==> config.mk <==
export PLATFORM = sky130hd
export DESIGN_NAME = spi_slave_responder
export DESIGN_NICKNAME = d
export VERILOG_FILES = /design/src/rtl/spi_slave_pkg.sv /design/src/rtl/spi_sync_edge.sv /design/src/rtl/spi_slave_responder.sv
export SDC_FILE = /design/constraint.sdc
export NUM_CORES = 1
export LEC_CHECK = 0
export ABC_AREA = 1
export CAP_MARGIN = 40
export CORE_ASPECT_RATIO = 1.4
export CORE_UTILIZATION = 63
export CTS_CLUSTER_SIZE = 30
export DETAILED_ROUTE_END_ITERATION = 8
export GPL_ROUTABILITY_DRIVEN = 0
export HOLD_SLACK_MARGIN = 0.02
export PLACE_DENSITY_LB_ADDON = 0.25
export SLEW_MARGIN = 5
export SYNTH_ARGS = -nofsm -noshare
export SYNTH_HDL_FRONTEND = slang
export SYNTH_SLANG_ARGS = --single-unit
==> constraint.sdc <==
create_clock -name PCLK -period 5.7 [get_ports PCLK]
set_clock_uncertainty 0.15 [all_clocks]
set_input_delay 1.14 -clock PCLK [delete_from_list [all_inputs] [get_ports PCLK]]
set_output_delay 1.14 -clock PCLK [all_outputs]
set_load 0.005 [all_outputs]
==> src/rtl/spi_slave_pkg.sv <==
// Shared types and helpers for the SPI slave responder.
// Pure declarations: no latency, no backpressure.
package spi_slave_pkg;

    typedef enum logic {
        IDLE   = 1'b0,
        ACTIVE = 1'b1
    } state_t;

    localparam int DEF_MAX_LEN = 32;
    localparam int DEF_LEN_W   = $clog2(DEF_MAX_LEN) + 1;

    // Word position of serial bit number cnt in a len-bit character.
    function automatic int unsigned bit_index(input int unsigned cnt,
                                              input int unsigned len,
                                              input logic        lsb);
        return lsb ? cnt : (len - 32'd1 - cnt);
    endfunction

endpackage

==> src/rtl/spi_sync_edge.sv <==
// Two-flop synchroniser plus edge detector; level valid 2 clk after the pad, edges decoded from a third flop.
// No backpressure: free-running, the pad is sampled every cycle.
module spi_sync_edge #(
    parameter logic INIT = 1'b0
) (
    input  logic clk,
    input  logic rst,
    input  logic d,
    output logic q,
    output logic rise,
    output logic fall
);

    logic s1, s2, s3;

    always_ff @(posedge clk) begin
        if (rst) begin
            s1 <= INIT;
            s2 <= INIT;
            s3 <= INIT;
        end else begin
            s1 <= d;
            s2 <= s1;
            s3 <= s2;
        end
    end

    assign q    = s2;
    assign rise = s2 & ~s3;
    assign fall = ~s2 & s3;

endmodule

==> src/rtl/spi_slave_responder.sv <==
// Oversampled SPI slave: deserialises MOSI into rx_data and serialises tx_hold onto MISO; rx_valid 1 clk after the last sampled edge.
// Backpressure: tx_valid is held off by tx_ready until the single holding register has moved into the shifter.
module spi_slave_responder #(
    parameter int  MAX_LEN  = spi_slave_pkg::DEF_MAX_LEN,
    parameter int  SS_W     = 8,
    parameter int  SS_INDEX = 0,
    localparam int LEN_W    = $clog2(MAX_LEN) + 1
) (
    input  logic               PCLK,
    input  logic               PRESET,
    input  logic [SS_W-1:0]    ss,
    input  logic               sclk,
    input  logic               mosi,
    output logic               miso,
    input  logic               rx_neg,
    input  logic               tx_neg,
    input  logic               lsb,
    input  logic [LEN_W-1:0]   char_len,
    input  logic [MAX_LEN-1:0] tx_data,
    input  logic               tx_valid,
    output logic               tx_ready,
    output logic [MAX_LEN-1:0] rx_data,
    output logic               rx_valid,
    output logic               tx_underrun,
    output logic               frame_err
);

    import spi_slave_pkg::*;

    localparam int IDX_W = $clog2(MAX_LEN);

    state_t             state, state_nx;
    logic               ss_others_unused, ss_lvl_unused, sclk_lvl_unused;
    logic               mosi_rise_unused, mosi_fall_unused;
    logic               ss_rise, ss_fall, sclk_rise, sclk_fall, mosi_s;
    logic               start, stop, smp, shf, done;
    logic               rxneg_q, txneg_q, lsb_q, lsb_sel, tx_full, pend_under;
    logic [LEN_W-1:0]   len_in, len_q, len_sel, bit_cnt, cnt_nx, tx_idx;
    logic [IDX_W-1:0]   first_idx, next_idx, rx_idx;
    logic [MAX_LEN-1:0] tx_hold, tx_word, load_word, rx_shift, rx_next, rx_mask;

    assign ss_others_unused = ^ss;

    spi_sync_edge #(.INIT(1'b1)) u_ss (
        .clk(PCLK), .rst(PRESET), .d(ss[SS_INDEX]),
        .q(ss_lvl_unused), .rise(ss_rise), .fall(ss_fall)
    );

    spi_sync_edge #(.INIT(1'b0)) u_sclk (
        .clk(PCLK), .rst(PRESET), .d(sclk),
        .q(sclk_lvl_unused), .rise(sclk_rise), .fall(sclk_fall)
    );

    spi_sync_edge #(.INIT(1'b0)) u_mosi (
        .clk(PCLK), .rst(PRESET), .d(mosi),
        .q(mosi_s), .rise(mosi_rise_unused), .fall(mosi_fall_unused)
    );

    always_ff @(posedge PCLK) begin
        if (PRESET) state <= IDLE;
        else        state <= state_nx;
    end

    // With split edges, a shift edge before the first sample of a character
    // would skip bit 0 that the master has not yet captured.
    always_comb begin
        state_nx = state;
        start    = 1'b0;
        stop     = 1'b0;
        smp      = 1'b0;
        shf      = 1'b0;
        case (state)
            IDLE: begin
                if (ss_fall) begin
                    state_nx = ACTIVE;
                    start    = 1'b1;
                end
            end
            ACTIVE: begin
                if (ss_rise) begin
                    state_nx = IDLE;
                    stop     = 1'b1;
                end else begin
                    smp = rxneg_q ? sclk_fall : sclk_rise;
                    shf = (txneg_q ? sclk_fall : sclk_rise) &&
                          !((rxneg_q != txneg_q) && (bit_cnt == '0));
                end
            end
            default: state_nx = IDLE;
        endcase
    end

    assign tx_ready  = ~tx_full;
    assign len_in    = (char_len == '0) ? LEN_W'(MAX_LEN) : char_len;
    assign len_sel   = start ? len_in : len_q;
    assign lsb_sel   = start ? lsb : lsb_q;
    assign cnt_nx    = bit_cnt + 1'b1;
    assign done      = smp && (cnt_nx == len_q);
    assign load_word = tx_full ? tx_hold : '0;
    assign first_idx = IDX_W'(bit_index(32'd0, 32'(len_sel), lsb_sel));
    assign next_idx  = IDX_W'(bit_index(32'(tx_idx) + 32'd1, 32'(len_q), lsb_q));
    assign rx_idx    = IDX_W'(bit_index(32'(bit_cnt), 32'(len_q), lsb_q));
    assign rx_mask   = (int'(len_q) >= MAX_LEN) ? '1
                     : ((MAX_LEN'(1) << len_q) - MAX_LEN'(1));

    always_comb begin
        rx_next         = rx_shift;
        rx_next[rx_idx] = mosi_s;
    end

    always_ff @(posedge PCLK) begin
        if (PRESET) begin
            miso        <= 1'b0;
            rx_data     <= '0;
            rx_valid    <= 1'b0;
            tx_underrun <= 1'b0;
            frame_err   <= 1'b0;
            tx_hold     <= '0;
            tx_full     <= 1'b0;
            tx_word     <= '0;
            tx_idx      <= '0;
            rx_shift    <= '0;
            bit_cnt     <= '0;
            len_q       <= '0;
            rxneg_q     <= 1'b0;
            txneg_q     <= 1'b0;
            lsb_q       <= 1'b0;
            pend_under  <= 1'b0;
        end else begin
            rx_valid    <= 1'b0;
            tx_underrun <= 1'b0;
            frame_err   <= 1'b0;

            if (tx_valid && tx_ready) begin
                tx_hold <= tx_data;
                tx_full <= 1'b1;
            end

            if (start) begin
                len_q       <= len_in;
                rxneg_q     <= rx_neg;
                txneg_q     <= tx_neg;
                lsb_q       <= lsb;
                bit_cnt     <= '0;
                tx_idx      <= '0;
                pend_under  <= 1'b0;
                tx_word     <= load_word;
                miso        <= load_word[first_idx];
                tx_underrun <= ~tx_full;
                if (tx_full) tx_full <= 1'b0;
            end else if (stop) begin
                frame_err  <= (bit_cnt != '0);
                bit_cnt    <= '0;
                pend_under <= 1'b0;
                miso       <= 1'b0;
            end else begin
                if (smp) begin
                    rx_shift <= rx_next;
                    // An empty reload only counts as underrun once the next
                    // character actually begins; a frame may simply end here.
                    if ((bit_cnt == '0) && pend_under) begin
                        tx_underrun <= 1'b1;
                        pend_under  <= 1'b0;
                    end
                    if (done) begin
                        rx_data  <= rx_next & rx_mask;
                        rx_valid <= 1'b1;
                        bit_cnt  <= '0;
                        tx_idx   <= '0;
                        tx_word  <= load_word;
                        miso     <= load_word[first_idx];
                        if (tx_full) tx_full    <= 1'b0;
                        else         pend_under <= 1'b1;
                    end else begin
                        bit_cnt <= cnt_nx;
                    end
                end
                if (shf && !done) begin
                    tx_idx <= tx_idx + 1'b1;
                    miso   <= tx_word[next_idx];
                end
            end
        end
    end

endmodule
==> results.toml, run 1 <==
[worst_hold_path]
min_to = "u_mosi.q"
holdCritStartpoint = "u_mosi.s1"
hp-class = "flip-flop to flip-flop"
hold_depth = 2

[worst_setup_path]
reg2reg_to = "rx_data[8]"
crit_fanout = 16
endpoint_kind = "flip-flop"
r2r_setup_slack_ns = 2.03
reg2reg_from = "len_q[0]"
cp.required_ns = 5.86
worstRegToRegCells = 14
critPathKind = "flip-flop to flip-flop"
worstPathArrival_ns = 3.82
critPathLaunchType = "flip-flop"

[sta]
period_share_pct = 64.3
fin_hold_ws_ns = 0.264
final.setup.tns_ns = 0
fmax_mhz = 273
finalSetupViolations = 0
worst_slew_pin_slew_ns = 0.836
slew-limit-headroom_pct = 44.1
fin_crit_ns = 3.67
grt_setup_unrepaired = "false"
drv_slew = 0
timing.final.hold_violations = 0

[global_route]
grt_max_degree = 88
grt_antenna_before_repair = 0
grt_pass1_vias = 9713
grt.total_usage_pct = 34.8
grt_overflow = 0
grt_pass1_wl_mm = 44.3

[clocking]
root_buffer = "clkbuf_16"
cts_tree = "done"
cts.sinks = 163
clk_latency_ns = 0.45
cts_resized = 0
postCtsHoldBufs = 0
cts_made_buffers = 17
htree_num_levels = 4
clock_path_buffers = 2
post-cts-setup-buffers = 0
clkTransAtPathRegs_ns = 0.07

[pwr]
vdd_drop_max_v = 0.000235
finalPower_uw = 3090
p_leak_uw = 0.00547
pwr_density_cell_nw_per_um2 = 272

[final_layout]
final_layout_size_suffix_gt1_share_pct = 5.20
finalNetCount = 1716
fin_util_pct = 74.8
diodes = 0
regArea_um2 = 3260
fin_cells = 1847
fillers = 1246
multi_input_area_um2 = 5500
area_delta_synth_final_pct = 14.8

[synthesis]
syn_nets = 1678
yosysUniqueCellTypes = 37
synth_seq_cells = 163
syn_inst = 1604
synthesis.area_um2 = 9890
syn_avg_cell_area_um2 = 6.17
yosys_warnings = 0
synth-seq-area-share_pct = 33.0

[outcome]
status = "complete, no violations"

[drt]
drtAntennaViolNets = 0
viasPerCell = 5.62
drc = 0
routed_wl_mm = 26.9
vias = 10374
wl_per_cell_um = 14.5
dr.first_iter.drc_count = 632
dr.pass1.iters = 5

[floorplan]
start_util_pct = 65.1
die_h_um = 150
die_area_um2 = 16200
die_x_um = 108
ios = 91
rows = 53
core_area_um2 = 15200

[job]
cap_violations = 0

[placed_design]
portBuffers = 83
dp_cells = 1815
place_hpwl_mm = 19.1
-- state kept, by name, indices dropped and copies added (netlist names), 5 cells and up --
register / flops
len_q: 6
rx_data: 32
tx_word: 32
tx_hold: 32
rx_shift: 32
tx_idx: 5
bit_cnt: 6
-- area by class of cell --
cell class                      count  area share [%]
Multi-Input combinational cell   1167            48.5
Sequential cell                   163            28.7
Timing Repair Buffer               98            8.79
Inverter                          195            6.47
Clock buffer                       17            3.75
Tap cell                          192            2.12
Clock inverter                     15            1.67
-- report_power, final --
part	leakage [µW]	total [µW]	internal, µW	switching [µW]
combinational	0.00385	699	225	473
clock	0.000293	1180	630	549
sequential	0.00133	1210	1180	27.0
total	0.00547	3090	2040	1050
-- cells by family after synthesis --
kind of cell | synth area share, %
adders and majority gates | 2.68
buffers and inverters | 11.4
xor gates and xnor gates | 2.13
AOI/OAI and AO/OA | 12.5
DFF | 33.0
and+or+nand+nor | 38.4
-- Yosys cell counts (all sizes together) --
master,n,area [µm²]
nand4,40,250
clkbuf,41,154
a21oi,122,611
fa,2,40.0
clkinv,1,3.75
o21ai,107,539
nor3,3,15.0
o211ai,4,30.0
nand2,467,1780
a32oi,1,8.76
dfxtp,163,3260
a22oi,1,7.51
and2,1,6.26
or2,3,18.8
nor4,1,6.26
inv,194,731
nand3b,19,143
nor2,189,766
nand3,160,806
xnor2,7,61.3
xor2,17,149
a211oi,5,37.5
buf,38,235
ha,18,225
-- layout by cell type (no fill, tap or decap), types with 4 or more instances in the layout --
cell type	Yosys	routed
dfxtp_1	163	163
o211ai_1	4	4
nor2_1	176	176
inv_8	0	4
o21ai_0	104	104
xor2_1	17	17
nand3b_1	19	19
xnor2_1	7	7
nand3_1	159	159
clkbuf_16	0	17
inv_2	8	9
clkdlybuf4s50_1	0	82
buf_4	7	12
inv_1	185	184
nand2_1	457	457
nor2_2	10	10
ha_1	18	18
clkinv_8	0	4
nand4_1	40	40
a211oi_1	5	5
nand2_2	9	9
a21oi_1	122	122
-- critical path, cell delays in order (launching register included) --
cell	delay, ns
dfxtp_1	0.48
inv_1	0.17
ha_1	0.28
xor2_1	0.27
ha_1	0.34
a21oi_1	0.19
nand2_1	0.07
nand2_1	0.06
nand3_1	0.08
nand2_2	0.32
inv_1	0.30
nor2_4	0.37
nand4_1	0.17
nand3_1	0.18
a21oi_1	0.08
-- layer usage --
| metal | vias up | track usage, % | wire (µm) |
|---|---|---|---|
| met2 | 419 | 62.9 | 13800 |
| met5 | - | 0 | 0 |
| met1 | 4607 | 35.4 | 9640 |
| li1 | 5207 | - | - |
| met4 | 0 | 26.2 | 1860 |
| met3 | 141 | 5.93 | 1550 |
-- metrics by stage --
stage / setup WS (ns) / area, µm²
2_1_floorplan: 2.74 / 9890
3_3_place_gp: 1.75 / 10600
3_5_place_dp: 1.81 / 10700
4_1_cts: 2.07 / 11400
5_1_grt: 1.77 / 11400
6_report: 2.03 / 11400
-- how the worst max path moves through the flow --
| stage | from | end | slack [ns] | depth (start not counted) |
|---|---|---|---|---|
| 2_1_floorplan | char_len[0] | miso | 2.74 | 16 |
| 3_3_place_gp | char_len[0] | miso | 1.75 | 15 |
| 3_5_place_dp | char_len[0] | miso | 1.81 | 15 |
| 4_1_cts | len_q[0] | rx_data[8] | 2.07 | 14 |
| 5_1_grt | len_q[0] | rx_data[8] | 1.77 | 15 |
| 6_report | len_q[0] | rx_data[8] | 2.03 | 14 |
Note: power is estimated with default switching activity, not from simulation.
==> run 2, diff against run 1 <==
--- a/config.mk
+++ b/config.mk
@@ -8,7 +8,7 @@
 export ABC_AREA = 1
 export CAP_MARGIN = 40
 export CORE_ASPECT_RATIO = 1.4
-export CORE_UTILIZATION = 63
+export CORE_UTILIZATION = 59
 export CTS_CLUSTER_SIZE = 30
 export DETAILED_ROUTE_END_ITERATION = 8
 export GPL_ROUTABILITY_DRIVEN = 0
==> constraint.sdc (replaced) <==
create_clock -name PCLK -period 3.54 [get_ports PCLK]
set_clock_uncertainty 0.15 [all_clocks]
set_input_delay 0.708 -clock PCLK [delete_from_list [all_inputs] [get_ports PCLK]]
set_output_delay 0.708 -clock PCLK [all_outputs]
set_load 0.005 [all_outputs]
==> run 2 against run 1 <==
Compared with the run above: the flow now finishes with violations (DRC); die area grew 6.7%; wire length increased by 1.9%; sequential power rose by 60%; register-to-register slack got worse by 1.7 ns; power increased by 61%; combinational power up 69%; first-iteration DRC count increased by 18%; fmax grew 15%; global-route usage decreased by 2.3 points; sequential share of layout area shrank 0.23 points; non-clock buffer count grew 15; critical path type unchanged; critical endpoint is now rx_data[5].
==> results.toml, run 2 (synthesis gave the netlist of run 1 again) <==
[floorplan]
die_area_um2 = 17300
die_h_um = 155
rows = 55
ios = 91
die_x_um = 111
core_area_um2 = 16300
start_util_pct = 60.6

[global_route]
grt.total_usage_pct = 32.4
grt_antenna_before_repair = 0
grt_max_degree = 66
grt_pass1_vias = 9766
grt_overflow = 0
grt_pass1_wl_mm = 44.9

[placed_design]
place_hpwl_mm = 19.9
dpl_cell_area_um2 = 10900
portBuffers = 83

[pwr]
vdd_drop_max_v = 0.000292
pwr_density_cell_nw_per_um2 = 435
p_leak_uw = 0.00554

[outcome]
violations = "DRC"
status = "complete, but fails checks"

[clocking]
htree_num_levels = 4
cts_made_buffers = 17
clkTransAtPathRegs_ns = 0.07
post-cts-setup-buffers = 0
cts.sinks = 163
clk_latency_ns = 0.45
root_buffer = "clkbuf_16"
cts_tree = "done"
clock_path_buffers = 2

[worst_setup_path]
cp.required_ns = 3.77
worstPathArrival_ns = 3.43
critPathLaunchType = "flip-flop"
crit_fanout = 16
crit_start = "len_q[0]"
critPathKind = "flip-flop to flip-flop"
endpoint_kind = "flip-flop"
reg2reg_from = "len_q[0]"

[worst_hold_path]
holdCritStartpoint = "u_mosi.s1"
hp-class = "flip-flop to flip-flop"

[drt]
vias = 10400
wl_met1_mm = 10.1
met3_length_mm = 1.57
routed_wl_mm = 27.4
dr.first_iter.drc_count = 745
wl_per_cell_um = 14.7
drc = 12
routed-wl-met2_mm = 13.9
dr.pass1.iters = 7
viasPerCell = 5.57
highest_layer = "met4"
drtAntennaViolNets = 0

[sta]
worst_slew_pin_slew_ns = 0.724
drv_slew = 0
fin_crit_ns = 3.20
timing.final.hold_violations = 0
final.setup.tns_ns = 0
grt_setup_unrepaired = "false"
slew-limit-headroom_pct = 51.7
fmax_mhz = 313
period_share_pct = 90.3
finalSetupViolations = 0

[final_layout]
finalNetCount = 1731
diodes = 0
area_delta_synth_final_pct = 15.7
final_common_cell = "nand2_1"
fillers = 1437
final_cell_mix = "nand2_1 (457), inv_1 (184), nor2_1 (176), dfxtp_1 (163), nand3_1 (159)"
fin_area_um2 = 11400
final_layout_size_suffix_gt1_share_pct = 5.99

[job]
cap_violations = 0
-- run 2: cell types whose count changed in the layout (fill, tap and decap cells not counted), sizes merged --
cell / delta
clkinvlp: -1
inv: +2
buf: +15
clkinv: -2
-- run 2: cell type report --
class	count	area, µm²	area share [%]
clock buffers	17	425	3.72
clock inverters	14	163	1.42
well taps	199	249	2.18
inverters	195	734	6.42
flip-flops and latches	163	3260	28.5
repair buffers	113	1100	9.64
multi-input cells	1167	5510	48.1
-- run 2: timing repair --
action / 4_1_cts / 5_1_grt
endpoints found under the setup margin: 0 / 10
hold buffers: 0 / 0
gates resized for setup: 0 / 1
-- run 2: worst paths after layout --
| kind | end | slack (ns) | depth (start not counted) |
|---|---|---|---|
| setup / recovery | rx_data[5] | 0.34 | 16 |
| hold / removal | u_mosi.q | 0.26 | 2 |
| setup reg to reg | rx_data[5] | 0.34 | 16 |
| hold reg to reg | u_mosi.q | 0.26 | 2 |
-- run 2: layer usage --
metal	vias to the layer above	GRT usage [%]
met4	0	23.9
met3	125	5.38
li1	5245	-
met5	-	0
met1	4639	33.5
met2	391	59.1
-- run 2: power breakdown --
part	total, µW	switching (µW)	internal [µW]	leakage [µW]
logic	1180	785	395	0.00392
clock network	1860	859	1000	0.000287
registers	1940	39.6	1900	0.00133
total	4980	1680	3300	0.00554
-- run 2: stage by stage --
step | power, µW | setup slack [ns] | hold slack, ns | util [%] | instances
after floorplan | 2810 | 0.766 | 0.238 | - | 1604
after global placement | 3100 | 0.341 | 0.242 | 66.2 | 1835
after detailed placement | 3130 | 0.307 | 0.255 | 66.5 | 1837
after CTS | 4970 | 0.247 | 0.269 | 70.1 | 1868
after global routing | 5210 | 0.0395 | 0.297 | 70.2 | 1868
final | 4980 | 0.342 | 0.264 | 70.2 | 1868
-- run 2: worst max-delay path: stages, from the launching register on --
cell and delay, ns:
dfxtp_1 0.47, inv_1 0.16, ha_1 0.27, xor2_1 0.25
ha_1 0.34, nand2_1 0.09, nor2_1 0.04, nor2_1 0.09
nand3_1 0.10, nand4_1 0.16, nand2_4 0.17, buf_12 0.20
nor2_8 0.18, nand3_1 0.11, nand2_1 0.12, nand3_1 0.09
a21oi_1 0.13
